===== config.mk =====
export PLATFORM = sky130hd
export DESIGN_NAME = ts_framer_gen_flat
export DESIGN_NICKNAME = d
export VERILOG_FILES = /design/src/rtl/ts_framer_gen_if.sv /design/src/rtl/ts_framer_gen.sv /design/src/flat_wrapper.sv
export SDC_FILE = /design/constraint.sdc
export NUM_CORES = 1
export LEC_CHECK = 0
export BUFFER_PORTS_ARGS = -buffer_cell sky130_fd_sc_hd__buf_2
export CORE_UTILIZATION = 40
export DETAILED_ROUTE_END_ITERATION = 7
export PLACE_DENSITY = 0.63
export SLEW_MARGIN = 20
export SYNTH_ARGS = -nofsm -noshare
export SYNTH_HDL_FRONTEND = slang
export SYNTH_SLANG_ARGS = --single-unit

===== constraint.sdc =====
create_clock -name clk -period 8.9 [get_ports clk]
set_input_delay 0.445 -clock clk [delete_from_list [all_inputs] [get_ports clk]]
set_output_delay 0.445 -clock clk [all_outputs]
set_load 0.02 [all_outputs]

===== src/rtl/ts_framer_gen_if.sv =====
// Byte-stream bus between the receiver, the framer and the packet demux.
interface ts_framer_gen_if #(
  parameter int DW = 8,
  parameter int CW = 8
);
  logic [DW-1:0] din;
  logic          dinstb;
  logic [DW-1:0] dout;
  logic          doutstb;
  logic          doutsync;
  logic [CW-1:0] doutpos;
  logic          locked;
  logic [1:0]    lock_state;
  logic          sync_err;

  modport master (
    output din, dinstb,
    input  dout, doutstb, doutsync, doutpos, locked, lock_state, sync_err
  );

  modport slave (
    input  din, dinstb,
    output dout, doutstb, doutsync, doutpos, locked, lock_state, sync_err
  );
endinterface


===== src/rtl/ts_framer_gen.sv =====
// Sync-byte framer for fixed-length packets: majority vote over a sync
// timestamp history selects the frame phase; a flywheel rides out lost syncs.
module ts_framer_gen #(
  parameter int            DW          = 8,
  parameter int            FRAME_LEN   = 188,
  parameter int            CW          = 8,
  parameter logic [DW-1:0] SYNC        = 8'h47,
  parameter logic [DW-1:0] SYNC_INV    = 8'hB8,
  parameter bit            ACCEPT_INV  = 1'b0,
  parameter int            HIST        = 6,
  parameter int            LOCK_THRESH = 4,
  parameter int            MISS_MAX    = 3
) (
  input  logic          clk,
  input  logic          reset,
  ts_framer_gen_if.slave bus
);
  localparam logic [1:0] HUNT   = 2'b00;
  localparam logic [1:0] LOCKED = 2'b10;
  localparam logic [1:0] FLY    = 2'b11;

  localparam int MW = $clog2(MISS_MAX + 1);
  localparam int NW = $clog2(HIST + 1);
  localparam logic [CW-1:0] LAST = CW'(FRAME_LEN - 1);
  localparam logic [CW:0]   FL   = (CW + 1)'(FRAME_LEN);
  localparam logic [NW-1:0] THR  = NW'(LOCK_THRESH);
  localparam logic [MW-1:0] MMAX = MW'(MISS_MAX);

  if (LOCK_THRESH > HIST) begin : g_bad_thresh
    $error("ts_framer_gen: LOCK_THRESH must not exceed HIST");
  end
  if ((1 << CW) < FRAME_LEN) begin : g_bad_cw
    $error("ts_framer_gen: CW too narrow for FRAME_LEN");
  end

  logic [CW-1:0] cnt_q, cnt_d, syncidx_q, syncidx_d;
  logic [MW-1:0] miss_q, miss_d;
  logic [1:0]    state_q, state_d;
  logic [HIST-1:0] hv_q, hv_d;
  logic [CW-1:0] hts_q [HIST];
  logic [CW-1:0] hts_d [HIST];
  logic [DW-1:0] dout_q, dout_d;
  logic          stb_q, stb_d, sync_q, sync_d, err_q, err_d;
  logic [CW-1:0] pos_q, pos_d;

  logic          is_sync, at_idx, flush;
  logic [NW-1:0] nmatch;
  logic [CW:0]   diff;

  always_comb begin
    is_sync = (bus.din == SYNC) || (ACCEPT_INV && (bus.din == SYNC_INV));
    at_idx  = (cnt_q == syncidx_q);
    nmatch  = '0;
    for (int unsigned i = 0; i < HIST; i++) begin
      if (hv_q[i] && (hts_q[i] == cnt_q)) nmatch = nmatch + 1'b1;
    end

    cnt_d     = cnt_q;
    syncidx_d = syncidx_q;
    miss_d    = miss_q;
    state_d   = state_q;
    hv_d      = hv_q;
    hts_d     = hts_q;
    dout_d    = dout_q;
    pos_d     = pos_q;
    stb_d     = 1'b0;
    sync_d    = 1'b0;
    err_d     = 1'b0;
    flush     = 1'b0;
    diff      = '0;

    if (bus.dinstb) begin
      cnt_d  = (cnt_q == LAST) ? '0 : cnt_q + 1'b1;
      dout_d = bus.din;
      stb_d  = 1'b1;

      case (state_q)
        HUNT: begin
          if (is_sync && (nmatch >= THR)) begin
            state_d   = LOCKED;
            syncidx_d = cnt_q;
            sync_d    = 1'b1;
            miss_d    = '0;
          end
        end
        LOCKED: begin
          if (at_idx) begin
            if (is_sync) begin
              sync_d = 1'b1;
            end else begin
              err_d = 1'b1;
              if (MISS_MAX == 1) begin
                state_d = HUNT;
                flush   = 1'b1;
                miss_d  = '0;
              end else begin
                state_d = FLY;
                miss_d  = MW'(1);
                sync_d  = 1'b1;
              end
            end
          end
        end
        FLY: begin
          if (at_idx) begin
            if (is_sync) begin
              state_d = LOCKED;
              miss_d  = '0;
              sync_d  = 1'b1;
            end else begin
              err_d = 1'b1;
              if ((miss_q + 1'b1) == MMAX) begin
                state_d = HUNT;
                flush   = 1'b1;
                miss_d  = '0;
              end else begin
                miss_d = miss_q + 1'b1;
                sync_d = 1'b1;
              end
            end
          end
        end
        default: state_d = HUNT;
      endcase

      // Push uses the pre-push history for nmatch; a flush never coincides
      // with a push because it only happens on a missing sync.
      if (is_sync) begin
        for (int unsigned i = 1; i < HIST; i++) begin
          hv_d[i]  = hv_q[i-1];
          hts_d[i] = hts_q[i-1];
        end
        hv_d[0]  = 1'b1;
        hts_d[0] = cnt_q;
      end
      if (flush) hv_d = '0;

      if (state_d[1]) begin
        diff = {1'b0, cnt_q} - {1'b0, syncidx_d};
        if (diff[CW]) diff = diff + FL;
        pos_d = diff[CW-1:0];
      end else begin
        pos_d = '0;
      end
    end
  end

  always_ff @(posedge clk) begin
    if (reset) begin
      cnt_q     <= '0;
      syncidx_q <= '0;
      miss_q    <= '0;
      state_q   <= HUNT;
      hv_q      <= '0;
      for (int unsigned i = 0; i < HIST; i++) hts_q[i] <= '0;
      dout_q    <= '0;
      stb_q     <= 1'b0;
      sync_q    <= 1'b0;
      err_q     <= 1'b0;
      pos_q     <= '0;
    end else begin
      cnt_q     <= cnt_d;
      syncidx_q <= syncidx_d;
      miss_q    <= miss_d;
      state_q   <= state_d;
      hv_q      <= hv_d;
      hts_q     <= hts_d;
      dout_q    <= dout_d;
      stb_q     <= stb_d;
      sync_q    <= sync_d;
      err_q     <= err_d;
      pos_q     <= pos_d;
    end
  end

  assign bus.dout       = dout_q;
  assign bus.doutstb    = stb_q;
  assign bus.doutsync   = sync_q;
  assign bus.doutpos    = pos_q;
  assign bus.locked     = state_q[1];
  assign bus.lock_state = state_q;
  assign bus.sync_err   = err_q;
endmodule

===== src/flat_wrapper.sv =====
// flat-port wrapper written by rule: the top's interface ports become plain ports
module ts_framer_gen_flat 
#(
  parameter int            DW          = 8,
  parameter int            FRAME_LEN   = 188,
  parameter int            CW          = 8,
  parameter logic [DW-1:0] SYNC        = 8'h47,
  parameter logic [DW-1:0] SYNC_INV    = 8'hB8,
  parameter bit            ACCEPT_INV  = 1'b0,
  parameter int            HIST        = 6,
  parameter int            LOCK_THRESH = 4,
  parameter int            MISS_MAX    = 3
)
  (clk, reset, bus_din, bus_dinstb, bus_dout, bus_doutstb, bus_doutsync, bus_doutpos, bus_locked, bus_lock_state, bus_sync_err);
  ts_framer_gen_if #(.DW(DW), .CW(CW)) bus_i ();
  input  logic clk;
  input  logic reset;
  input wire logic [$bits(bus_i.din)-1:0] bus_din;
  input wire logic [$bits(bus_i.dinstb)-1:0] bus_dinstb;
  output wire logic [$bits(bus_i.dout)-1:0] bus_dout;
  output wire logic [$bits(bus_i.doutstb)-1:0] bus_doutstb;
  output wire logic [$bits(bus_i.doutsync)-1:0] bus_doutsync;
  output wire logic [$bits(bus_i.doutpos)-1:0] bus_doutpos;
  output wire logic [$bits(bus_i.locked)-1:0] bus_locked;
  output wire logic [$bits(bus_i.lock_state)-1:0] bus_lock_state;
  output wire logic [$bits(bus_i.sync_err)-1:0] bus_sync_err;
  assign bus_i.din = bus_din;
  assign bus_i.dinstb = bus_dinstb;
  assign bus_dout = bus_i.dout;
  assign bus_doutstb = bus_i.doutstb;
  assign bus_doutsync = bus_i.doutsync;
  assign bus_doutpos = bus_i.doutpos;
  assign bus_locked = bus_i.locked;
  assign bus_lock_state = bus_i.lock_state;
  assign bus_sync_err = bus_i.sync_err;
  ts_framer_gen #(.DW(DW), .FRAME_LEN(FRAME_LEN), .CW(CW), .SYNC(SYNC), .SYNC_INV(SYNC_INV), .ACCEPT_INV(ACCEPT_INV), .HIST(HIST), .LOCK_THRESH(LOCK_THRESH), .MISS_MAX(MISS_MAX)) u_core (.clk(clk), .reset(reset), .bus(bus_i));
endmodule

==> impl_metrics.json, run 1 <==
{
  "fill_cells": 1206,
  "drv_slew": 0,
  "final-setup-viol-count": 0,
  "cp.arrival_ns": 7.28,
  "setup.worst_path.end_class": "flip-flop",
  "pwr-share-seq_pct": 51.3,
  "drtPass1Iterations": 4,
  "cts_resized": 0,
  "synthesis.nets": 638,
  "yosys_warnings": 0,
  "yosysUniqueCellTypes": 57,
  "insertion_delay_ns": 0.34,
  "crit_buf_inv": 3,
  "via_per_inst": 5.18,
  "overflow": 0,
  "ys_seq_elements": 93,
  "grt_pass1_vias": 3887,
  "grt_max_degree": 83,
  "seq_area_frac_synth_pct": 37.0,
  "io_pins": 33,
  "drc_errors": 0,
  "vdd_drop_max_mv": 0.143,
  "netlist_instances": 611,
  "netSwitchingFraction_pct": 24.3,
  "p_sw_mw": 0.201,
  "antenna_left": 0,
  "hold_path_class": "input pin to flip-flop",
  "chipHeight_um": 114,
  "async_flop_share_pct": 0,
  "critical-path-max-stage-delay_ns": 0.82,
  "fin_setup_tns_ns": 0,
  "crit_family": "compound AO/OA/AOI/OAI gates",
  "synth_largest_area_cell": "dfxtp_1",
  "combPwrFrac_pct": 6.2,
  "final_nets": 646,
  "via_count": 4096,
  "cts_made_buffers": 9,
  "maxCapViolCount": 0,
  "p_int_mw": 0.629,
  "avgSynthCellArea_um2": 8.23,
  "placementRows": 40,
  "htree_num_levels": 3,
  "post-route-period-util_pct": 79.3,
  "setup_slack_ns": 1.84,
  "portBuffers": 32,
  "die_area_um2": 13000,
  "crit_fanout": 18,
  "synth-edff-count": 0,
  "rsz0062_at_grt": "false",
  "cts_sinks": 93,
  "clkSlewWorstSetupHoldPaths_ns": 0.07,
  "antenna_cells": 0,
  "postCtsSetupBuffers": 0,
  "die_w_um": 114,
  "power_density_nw_per_um2": 150,
  "synth.most_common_cell": "nand2_1",
  "ys_top_cells_by_area": "dfxtp_1, nand2_1, xnor2_1",
  "layout_min_cycle_time_ns": 7.06,
  "initial_utilization_pct": 41.5,
  "yosys_most_used_dff": "dfxtp_1",
  "p_leak_nw": 2.06,
  "clockPowerShare_pct": 42.5,
  "crit_slowest_cell": "dfxtp_1",
  "cts_hold_buf": 0,
  "whs_ns": 0.358,
  "gp_congestion": 0.897,
  "worstSetupPathType": "flip-flop to flip-flop",
  "synth.cell_area_um2": 5030,
  "ctsLongestPathBuffers": 2,
  "hold_violations": 0,
  "dp.final_hpwl_um": 7780,
  "dp_slack_ns": 1.92,
  "max_freq_mhz": 142,
  "yosys.area.top_type_share_pct": 37.0,
  "cp_data_required_time_ns": 9.12,
  "worstMarginPinSlew_ns": 0.870,
  "syn_to_final_growth_pct": 10.2,
  "drt_iter0_markers": 257,
  "routed_wirelength_um": 11100,
  "core-area_um2": 12100,
  "routedWlPerCell_um": 14.1,
  "antenna_found_initial": 0,
  "relSlewSlack_pct": 42.0,
  "layout-drive-gt1-share_pct": 12.2,
  "yosys-top-cells-count": "nand2_1, dfxtp_1, a21oi_1",
  "grt_first_pass_wirelength_um": 18800,
  "grtUsageTotal_pct": 18.2,
  "start_kind": "flip-flop",
  "status": "finished clean",
  "cts_tree": "done",
  "root_buffer": "clkbuf_16",
  "cpMostUsedCell": "ha_1",
  "fin_worst_skew_ns": 0.00786
}
-- logic make-up after synthesis --
kind of cell / after synthesis / synth area share, %
xor+xnor: 74 / 13.3
mux: 19 / 4.08
simple gates: 250 / 23.3
flops: 93 / 37.0
compound gates: 111 / 13.9
buf+inv: 48 / 4.35
fa+ha+maj: 16 / 4.13
-- routing by layer --
| metal | track usage [%] | vias to the layer above | share of wire [%] | wire [um] |
|---|---|---|---|---|
| li1 | - | 2113 | - | - |
| met1 | 23.5 | 1923 | 47 | 5250 |
| met2 | 29.8 | 52 | 48 | 5380 |
| met3 | 4.82 | 8 | 3.3 | 369 |
| met4 | 5.45 | 0 | 1.2 | 133 |
| met5 | 0 | - | 0 | 0 |
-- placed cells by master (no fill, tap or decap), types with 2 or more instances in the layout --
| master | count |
|---|---|
| or3_1 | 3 |
| o31ai_1 | 3 |
| inv_6 | 2 |
| xnor2_1 | 46 |
| xor2_1 | 25 |
| nor3b_1 | 9 |
| a22oi_1 | 6 |
| inv_1 | 8 |
| o21a_1 | 5 |
| and3_1 | 7 |
| clkbuf_16 | 9 |
| dfxtp_1 | 93 |
| ha_1 | 15 |
| a311o_1 | 5 |
| and4_1 | 3 |
| mux2i_1 | 16 |
| nor2_1 | 44 |
| xnor2_2 | 3 |
| buf_4 | 3 |
| nor4_2 | 3 |
| nor2b_1 | 3 |
| o21ai_0 | 11 |
| nand2_1 | 122 |
| a31oi_1 | 3 |
| o211ai_1 | 2 |
| nor4_1 | 4 |
| nand4_1 | 9 |
| clkinv_4 | 2 |
| buf_2 | 32 |
| nor3_1 | 14 |
| a21oi_1 | 58 |
| nand3_1 | 19 |
| a31o_2 | 7 |
| mux2_2 | 2 |
-- path summary, 6_finish.rpt --
check / startpoint / to / slack, ns / cells after the start
worst max-delay path: u_core.cnt_q[2]$_SDFFE_PP0P_ / u_core.bus.doutpos[7]$_SDFFE_PP0P_ / 1.84 / 29
worst min-delay path: bus_din[7] / u_core.bus.dout[7]$_SDFFE_PP0P_ / 0.36 / 3
worst max register to register: u_core.cnt_q[2]$_SDFFE_PP0P_ / u_core.bus.doutpos[7]$_SDFFE_PP0P_ / 1.84 / 29
worst min register to register: u_core.hts_q[3]$_SDFFE_PP0P_ / u_core.hts_q[3]$_SDFFE_PP0P_ / 0.47 / 2
-- worst reg2reg max path, delay by kind of cell (launching register included) --
family                     cells  cell delay (ns)
muxes                          2             0.85
buffers and inverters          3             0.26
DFF                            1             0.82
and+or+nand+nor                9             1.36
AOI/OAI and AO/OA              8             1.83
adders and majority gates      5             1.45
xor gates and xnor gates       2             0.37
-- power groups by stage --
stage                     clock network [mW]  logic, mW  registers (mW)
after global routing                   0.383     0.0571           0.426
after floorplan                            0     0.0399           0.434
final                                  0.353     0.0515           0.426
after CTS                              0.366     0.0519           0.426
after detailed placement                   0     0.0517           0.435
after global placement                     0     0.0510           0.435
-- registers in the layout, indices dropped and copies added, names as in the netlist --
register,cells
u_core.bus.dout,8
u_core.bus.doutpos,8
u_core.bus.doutstb,1
u_core.bus.doutsync,1
u_core.bus.lock_state,2
u_core.bus.sync_err,1
u_core.cnt_q,8
u_core.hts_q,48
u_core.hv_q,6
u_core.miss_q,2
u_core.syncidx_q,8
-- final cells by class --
cell class	count	area, um^2	share of cell area, %
Sequential cell	93	1860	33.6
Clock buffer	9	225	4.06
Clock inverter	6	47.5	0.857
Tap cell	168	210	3.79
Timing Repair Buffer	36	210	3.79
Multi-Input combinational cell	470	2960	53.3
Inverter	9	33.8	0.609
-- stage by stage --
step | cells | total power [mW] | cell area, um^2 | util [%]
after floorplan | 611 | 0.474 | 5030 | -
after global placement | 775 | 0.486 | 5250 | 43.3
after detailed placement | 776 | 0.487 | 5270 | 43.5
after CTS | 791 | 0.843 | 5550 | 45.8
after global routing | 791 | 0.867 | 5550 | 45.8
final | 791 | 0.830 | 5550 | 45.8
No activity file was read; power rests on OpenSTA's default activity.
==> run 2: changes to the inputs <==
- ABC_AREA: default -> 1
- PLACE_DENSITY: 0.63 -> 0.65
- clock period: 8.9 -> 5.73 ns (I/O delays scaled with it)
==> run 2 against run 1 <==
  * Final area is 7.9% higher
  * Total power increased by 67%
  * Sequential cell count is the same
  * Maximum frequency increased by 33%
  * Global-route usage up 1.7 points
  * Count of clock-buffer cells in the layout is 4 higher
  * First-iteration DRC count grew 43%
  * Sequential power up 57%
==> impl_metrics.json, run 2 <==
{
  "status": "finished clean",
  "ys_seq_elements": 93,
  "place_inst": 949,
  "max_freq_mhz": 188,
  "io_pins": 33,
  "root_buffer": "clkbuf_16",
  "crit_fanout": 9,
  "drt_iter0_markers": 367,
  "fin_worst_skew_ns": 0.00668,
  "core-area_um2": 12800,
  "drtPass1Iterations": 4,
  "synth-edff-count": 0,
  "chipHeight_um": 117,
  "cp_data_required_time_ns": 6.01,
  "hold_path_class": "input pin to flip-flop",
  "seq_area_frac_synth_pct": 35.0,
  "final_cells": 969,
  "die_area_um2": 13800,
  "grt_pass1_vias": 4397,
  "synth_largest_area_cell": "dfxtp_1",
  "cp.arrival_ns": 5.60,
  "antenna_found_initial": 0,
  "vdd_drop_max_mv": 0.128,
  "synthesis.nets": 792,
  "regMostFlops": "u_core.hts_q",
  "overflow": 0,
  "final-setup-viol-count": 0,
  "routed_wirelength_um": 13200,
  "relSlewSlack_pct": 30.4,
  "routedWlPerCell_um": 13.6,
  "final_nets": 820,
  "async_flop_share_pct": 0,
  "worstMarginPinSlew_ns": 1.03,
  "whs_ns": 0.207,
  "final_common_cell": "nand2_1",
  "hold_start": "bus_din[3]",
  "dp.final_hpwl_um": 9540,
  "antenna_left": 0,
  "yosys_most_used_dff": "dfxtp_1",
  "initial_utilization_pct": 41.6,
  "fin_setup_tns_ns": 0,
  "insertion_delay_ns": 0.35,
  "finalPower_mw": 1.39,
  "synth.most_common_cell": "nand2_1",
  "antenna_cells": 0,
  "avgSynthCellArea_um2": 6.95,
  "gp_congestion": 0.852,
  "worstSetupPathType": "flip-flop to flip-flop",
  "syn_to_final_growth_pct": 12.5,
  "p_leak_nw": 2.53,
  "via_per_inst": 5.05,
  "grtUsageTotal_pct": 19.9,
  "r2r_start": "u_core.cnt_q[1]$_SDFFE_PP0P_",
  "cts_sinks": 93,
  "clkSlewWorstSetupHoldPaths_ns": 0.06,
  "power_density_nw_per_um2": 232,
  "drc_errors": 0,
  "cpMostUsedCell": "nand2_1",
  "htree_num_levels": 3,
  "grt_first_pass_wirelength_um": 21900,
  "ctsLongestPathBuffers": 2,
  "layout_min_cycle_time_ns": 5.32,
  "maxCapViolCount": 0,
  "cts_tree": "done",
  "setup.worst_path.end_class": "flip-flop",
  "layout_common_cells": "nand2_1, inv_1, dfxtp_1",
  "portBuffers": 32,
  "largest_reg_flops": 48,
  "die_w_um": 117,
  "yosysUniqueCellTypes": 47,
  "cts_made_buffers": 9,
  "netlist_instances": 765,
  "ys_top_cells_by_area": "dfxtp_1, nand2_1, inv_1",
  "crit_buf_inv": 7,
  "synth.cell_area_um2": 5320,
  "yosys-top-cells-count": "nand2_1, inv_1, dfxtp_1",
  "crit_slowest_cell": "fa_1",
  "grt_max_degree": 97,
  "hold_violations": 0,
  "drv_slew": 0,
  "yosys_warnings": 0,
  "critical-path-max-stage-delay_ns": 0.46,
  "post-route-period-util_pct": 92.8,
  "placementRows": 41,
  "crit_family": "simple AND/OR/NAND/NOR gates",
  "reg2reg_setup_slack_ns": 0.41,
  "startpoint": "u_core.cnt_q[1]$_SDFFE_PP0P_",
  "start_kind": "flip-flop",
  "cts_hold_buf": 0,
  "via_count": 4897,
  "yosys.area.top_type_share_pct": 35.0,
  "layout-drive-gt1-share_pct": 15.3
}
-- run 2: changes by cell type after synthesis, sizes merged, moves of 14 or more --
cell	change
nand2	+38
mux2i	-17
xor2	-14
nand3	+27
o21ai	+60
inv	+106
a21oi	+31
xnor2	-38
-- run 2: kinds of logic (layout without fill, tap and decap cells) --
group | count (synthesis) | in the layout | synth area share [%]
AOI/OAI and AO/OA | 185 | 185 | 19.5
xor gates and xnor gates | 22 | 22 | 3.62
adders and majority gates | 16 | 16 | 3.90
buffers and inverters | 152 | 184 | 11.5
DFF | 93 | 93 | 35.0
and+or+nand+nor | 297 | 297 | 26.4
-- run 2: path summary, 6_finish.rpt --
check / end / cells past startpoint
worst min-delay path: u_core.bus.dout[3]$_SDFFE_PP0P_ / 3
worst max register to register: u_core.bus.doutpos[6]$_SDFFE_PP0P_ / 37
worst min register to register: u_core.hts_q[10]$_SDFFE_PP0P_ / 2
worst max-delay path: u_core.bus.doutpos[6]$_SDFFE_PP0P_ / 37
-- run 2: area by class of cell --
| type | instances | area [um^2] |
|---|---|---|
| Fill cell | 1290 | 6790 |
| Clock buffer | 13 | 250 |
| Multi-Input combinational cell | 520 | 2890 |
| Clock inverter | 2 | 10.0 |
| Inverter | 116 | 440 |
| Tap cell | 172 | 215 |
| Sequential cell | 93 | 1870 |
| Timing Repair Buffer | 53 | 318 |
-- run 2: repair_timing --
item | CTS | global route
buffers inserted | 0 | 5
resized for setup | 0 | 12
endpoints found under the setup margin | 0 | 5
endpoints found under the hold margin | 0 | 0
-- run 2: where the power goes --
part / switching, mW / leakage, nW / total, mW / internal, mW
Clock: 0.241 / 0.129 / 0.544 / 0.303
Sequential: 0.00916 / 0.755 / 0.667 / 0.658
Combinational: 0.110 / 1.65 / 0.176 / 0.0659
-- run 2: metrics by stage --
stage	setup WS (ns)	utilization (%)	area [um^2]
2_1_floorplan	0.685	-	5320
3_3_place_gp	0.410	44.2	5650
3_5_place_dp	0.321	44.2	5650
4_1_cts	0.296	46.3	5910
5_1_grt	-0.0561	46.9	5990
6_report	0.414	46.9	5990
-- run 2: tightest hold or removal path, cell delays in order --
cell	delay, ns
buf_2	0.10
nor2_1	0.04
nor2_1	0.09
-- run 2: metal layers --
layer,routed length [um],GRT usage (%),share of wire (%),vias up
li1,-,-,-,2551
met1,6360,27.8,48,2222
met2,5900,30.2,45,106
met3,645,3.06,4.9,18
met4,271,8.85,2.1,0
met5,0,0,0,-
==> run 3: changes to the inputs <==
- PLACE_DENSITY: 0.65 -> default
==> run 3 against run 2 <==
  * Maximum frequency up 0.52%
  * Combinational power up 3%
  * Utilization up 0.42 points
  * Non-clock buffer count down 1
  * Sequential share of layout area down 0.28 points
  * Hold slack worse by 0.013 ns
  * Critical path type unchanged
  * Largest power group unchanged
==> impl_metrics.json, run 3 (synthesis gave the netlist of run 2 again) <==
{
  "p_sw_mw": 0.374,
  "antenna_cells": 0,
  "hold_start": "bus_din[7]",
  "hold_violations": 0,
  "combPwrFrac_pct": 12.5,
  "initial_utilization_pct": 41.6,
  "setup_slack_ns": 0.442,
  "maxCapViolCount": 0,
  "rr_worst_depth": 39,
  "antenna_found_initial": 0,
  "critical-path-max-stage-delay_ns": 0.36,
  "relSlewSlack_pct": 52.3,
  "reg2reg_to": "u_core.bus.doutpos[7]$_SDFFE_PP0P_",
  "max_freq_mhz": 189,
  "cts_tree": "done",
  "p_int_mw": 1.09,
  "layout_common_cells": "nand2_1, inv_1, dfxtp_1",
  "portBuffers": 32,
  "layout_min_cycle_time_ns": 5.29,
  "dp.final_hpwl_um": 10200,
  "status": "finished clean",
  "power_density_nw_per_um2": 242,
  "routedWlPerCell_um": 14.4,
  "endpoint": "u_core.bus.doutpos[7]$_SDFFE_PP0P_",
  "gp_congestion": 0.928,
  "largest_reg_flops": 48,
  "fill_cells": 1286,
  "core-area_um2": 12800,
  "die_w_um": 117,
  "drc_errors": 0,
  "cts_made_buffers": 9,
  "grt_max_degree": 59,
  "worstSetupPathType": "flip-flop to flip-flop",
  "hold_path_class": "input pin to flip-flop",
  "layout-drive-gt1-share_pct": 16.1,
  "final-setup-viol-count": 0,
  "chipHeight_um": 117,
  "dp_slack_ns": 0.121,
  "cp.arrival_ns": 5.57,
  "syn_to_final_growth_pct": 13.5,
  "final_common_cell": "nand2_1",
  "regArea_um2": 1870,
  "cp_data_required_time_ns": 6.01,
  "insertion_delay_ns": 0.35,
  "io_pins": 33,
  "setup.worst_path.end_class": "flip-flop",
  "crit_fanout": 9,
  "ctsLongestPathBuffers": 2,
  "drtPass1Iterations": 5,
  "reg2reg_setup_slack_ns": 0.44,
  "die_area_um2": 13800,
  "htree_num_levels": 3,
  "vdd_drop_max_mv": 0.137,
  "start_kind": "flip-flop",
  "antenna_left": 0,
  "overflow": 0,
  "drv_slew": 0,
  "placementRows": 41,
  "routed_wirelength_um": 14000,
  "cts_hold_buf": 0,
  "fin_worst_skew_ns": 0.00520,
  "clockPowerShare_pct": 41.8,
  "root_buffer": "clkbuf_16",
  "r2r_start": "u_core.cnt_q[1]$_SDFFE_PP0P_",
  "cts_sinks": 93,
  "grt_pass1_vias": 4626,
  "via_count": 5007,
  "worstMarginPinSlew_ns": 0.714,
  "regMostFlops": "u_core.hts_q",
  "clkSlewWorstSetupHoldPaths_ns": 0.06,
  "pwr-share-seq_pct": 45.7,
  "crit_slowest_cell": "dfxtp_2",
  "p_leak_nw": 2.55,
  "final_nets": 819,
  "multi_input_area_um2": 2910,
  "via_per_inst": 5.17,
  "cpMostUsedCell": "nand2_1",
  "startpoint": "u_core.cnt_q[1]$_SDFFE_PP0P_",
  "post-route-period-util_pct": 92.3,
  "grt_first_pass_wirelength_um": 23000,
  "grtUsageTotal_pct": 21.0,
  "fin_setup_tns_ns": 0,
  "netSwitchingFraction_pct": 25.7,
  "drt_iter0_markers": 395
}
-- run 3: through the flow --
step / std cells / hold slack [ns] / cell area (um^2) / util, % / power [mW]
after floorplan: 765 / 0.421 / 5320 / - / 0.807
after global placement: 949 / 0.459 / 5650 / 44.2 / 0.846
after detailed placement: 949 / 0.468 / 5650 / 44.2 / 0.849
after CTS: 964 / 0.183 / 5940 / 46.5 / 1.46
after global routing: 968 / 0.198 / 6040 / 47.3 / 1.52
final: 968 / 0.194 / 6040 / 47.3 / 1.46
-- run 3: worst min path at each step --
| stage | cells after the start | end |
|---|---|---|
| 4_1_cts | 3 | u_core.bus.dout[7]$_SDFFE_PP0P_ |
| 3_3_place_gp | 2 | u_core.hv_q[5]$_SDFFE_PP0P_ |
| 5_1_grt | 3 | u_core.bus.dout[7]$_SDFFE_PP0P_ |
| 3_5_place_dp | 2 | u_core.bus.doutpos[3]$_SDFFE_PP0P_ |
| 2_1_floorplan | 2 | u_core.bus.dout[3]$_SDFFE_PP0P_ |
| 6_report | 3 | u_core.bus.dout[7]$_SDFFE_PP0P_ |
-- run 3: critical path: cells and delay by family, from the launching register on --
family / cells / cell delay (ns)
xor gates and xnor gates: 2 / 0.40
adders and majority gates: 5 / 1.24
AOI/OAI and AO/OA: 4 / 0.71
and+or+nand+nor: 21 / 2.01
buffers and inverters: 7 / 0.50
DFF: 1 / 0.36
-- run 3: final cells by class --
| class | count | share of cell area [%] |
|---|---|---|
| flip-flops and latches | 93 | 30.9 |
| well taps | 172 | 3.56 |
| clock buffers | 14 | 4.37 |
| repair buffers | 52 | 5.14 |
| inverters | 116 | 7.33 |
| multi-input cells | 520 | 48.2 |
| clock inverters | 1 | 0.497 |
-- run 3: power groups by stage --
stage / Clock, mW / Sequential, mW / Combinational (mW)
2_1_floorplan: 0 / 0.684 / 0.123
3_3_place_gp: 0 / 0.681 / 0.165
3_5_place_dp: 0 / 0.681 / 0.167
4_1_cts: 0.624 / 0.667 / 0.168
5_1_grt: 0.653 / 0.668 / 0.203
6_report: 0.610 / 0.668 / 0.182
-- run 3: metal layers --
metal | global-route usage [%] | vias up | part of all wire [%]
met5 | 0 | - | 0
met4 | 9.01 | 0 | 2.2
met3 | 3.55 | 27 | 6.0
met2 | 33.0 | 131 | 45
met1 | 28.3 | 2305 | 46
li1 | - | 2544 | -
-- run 3: repair_timing --
action | CTS | global route
setup buffers | 0 | 4
resized for setup | 0 | 20
setup endpoints to repair | 0 | 6
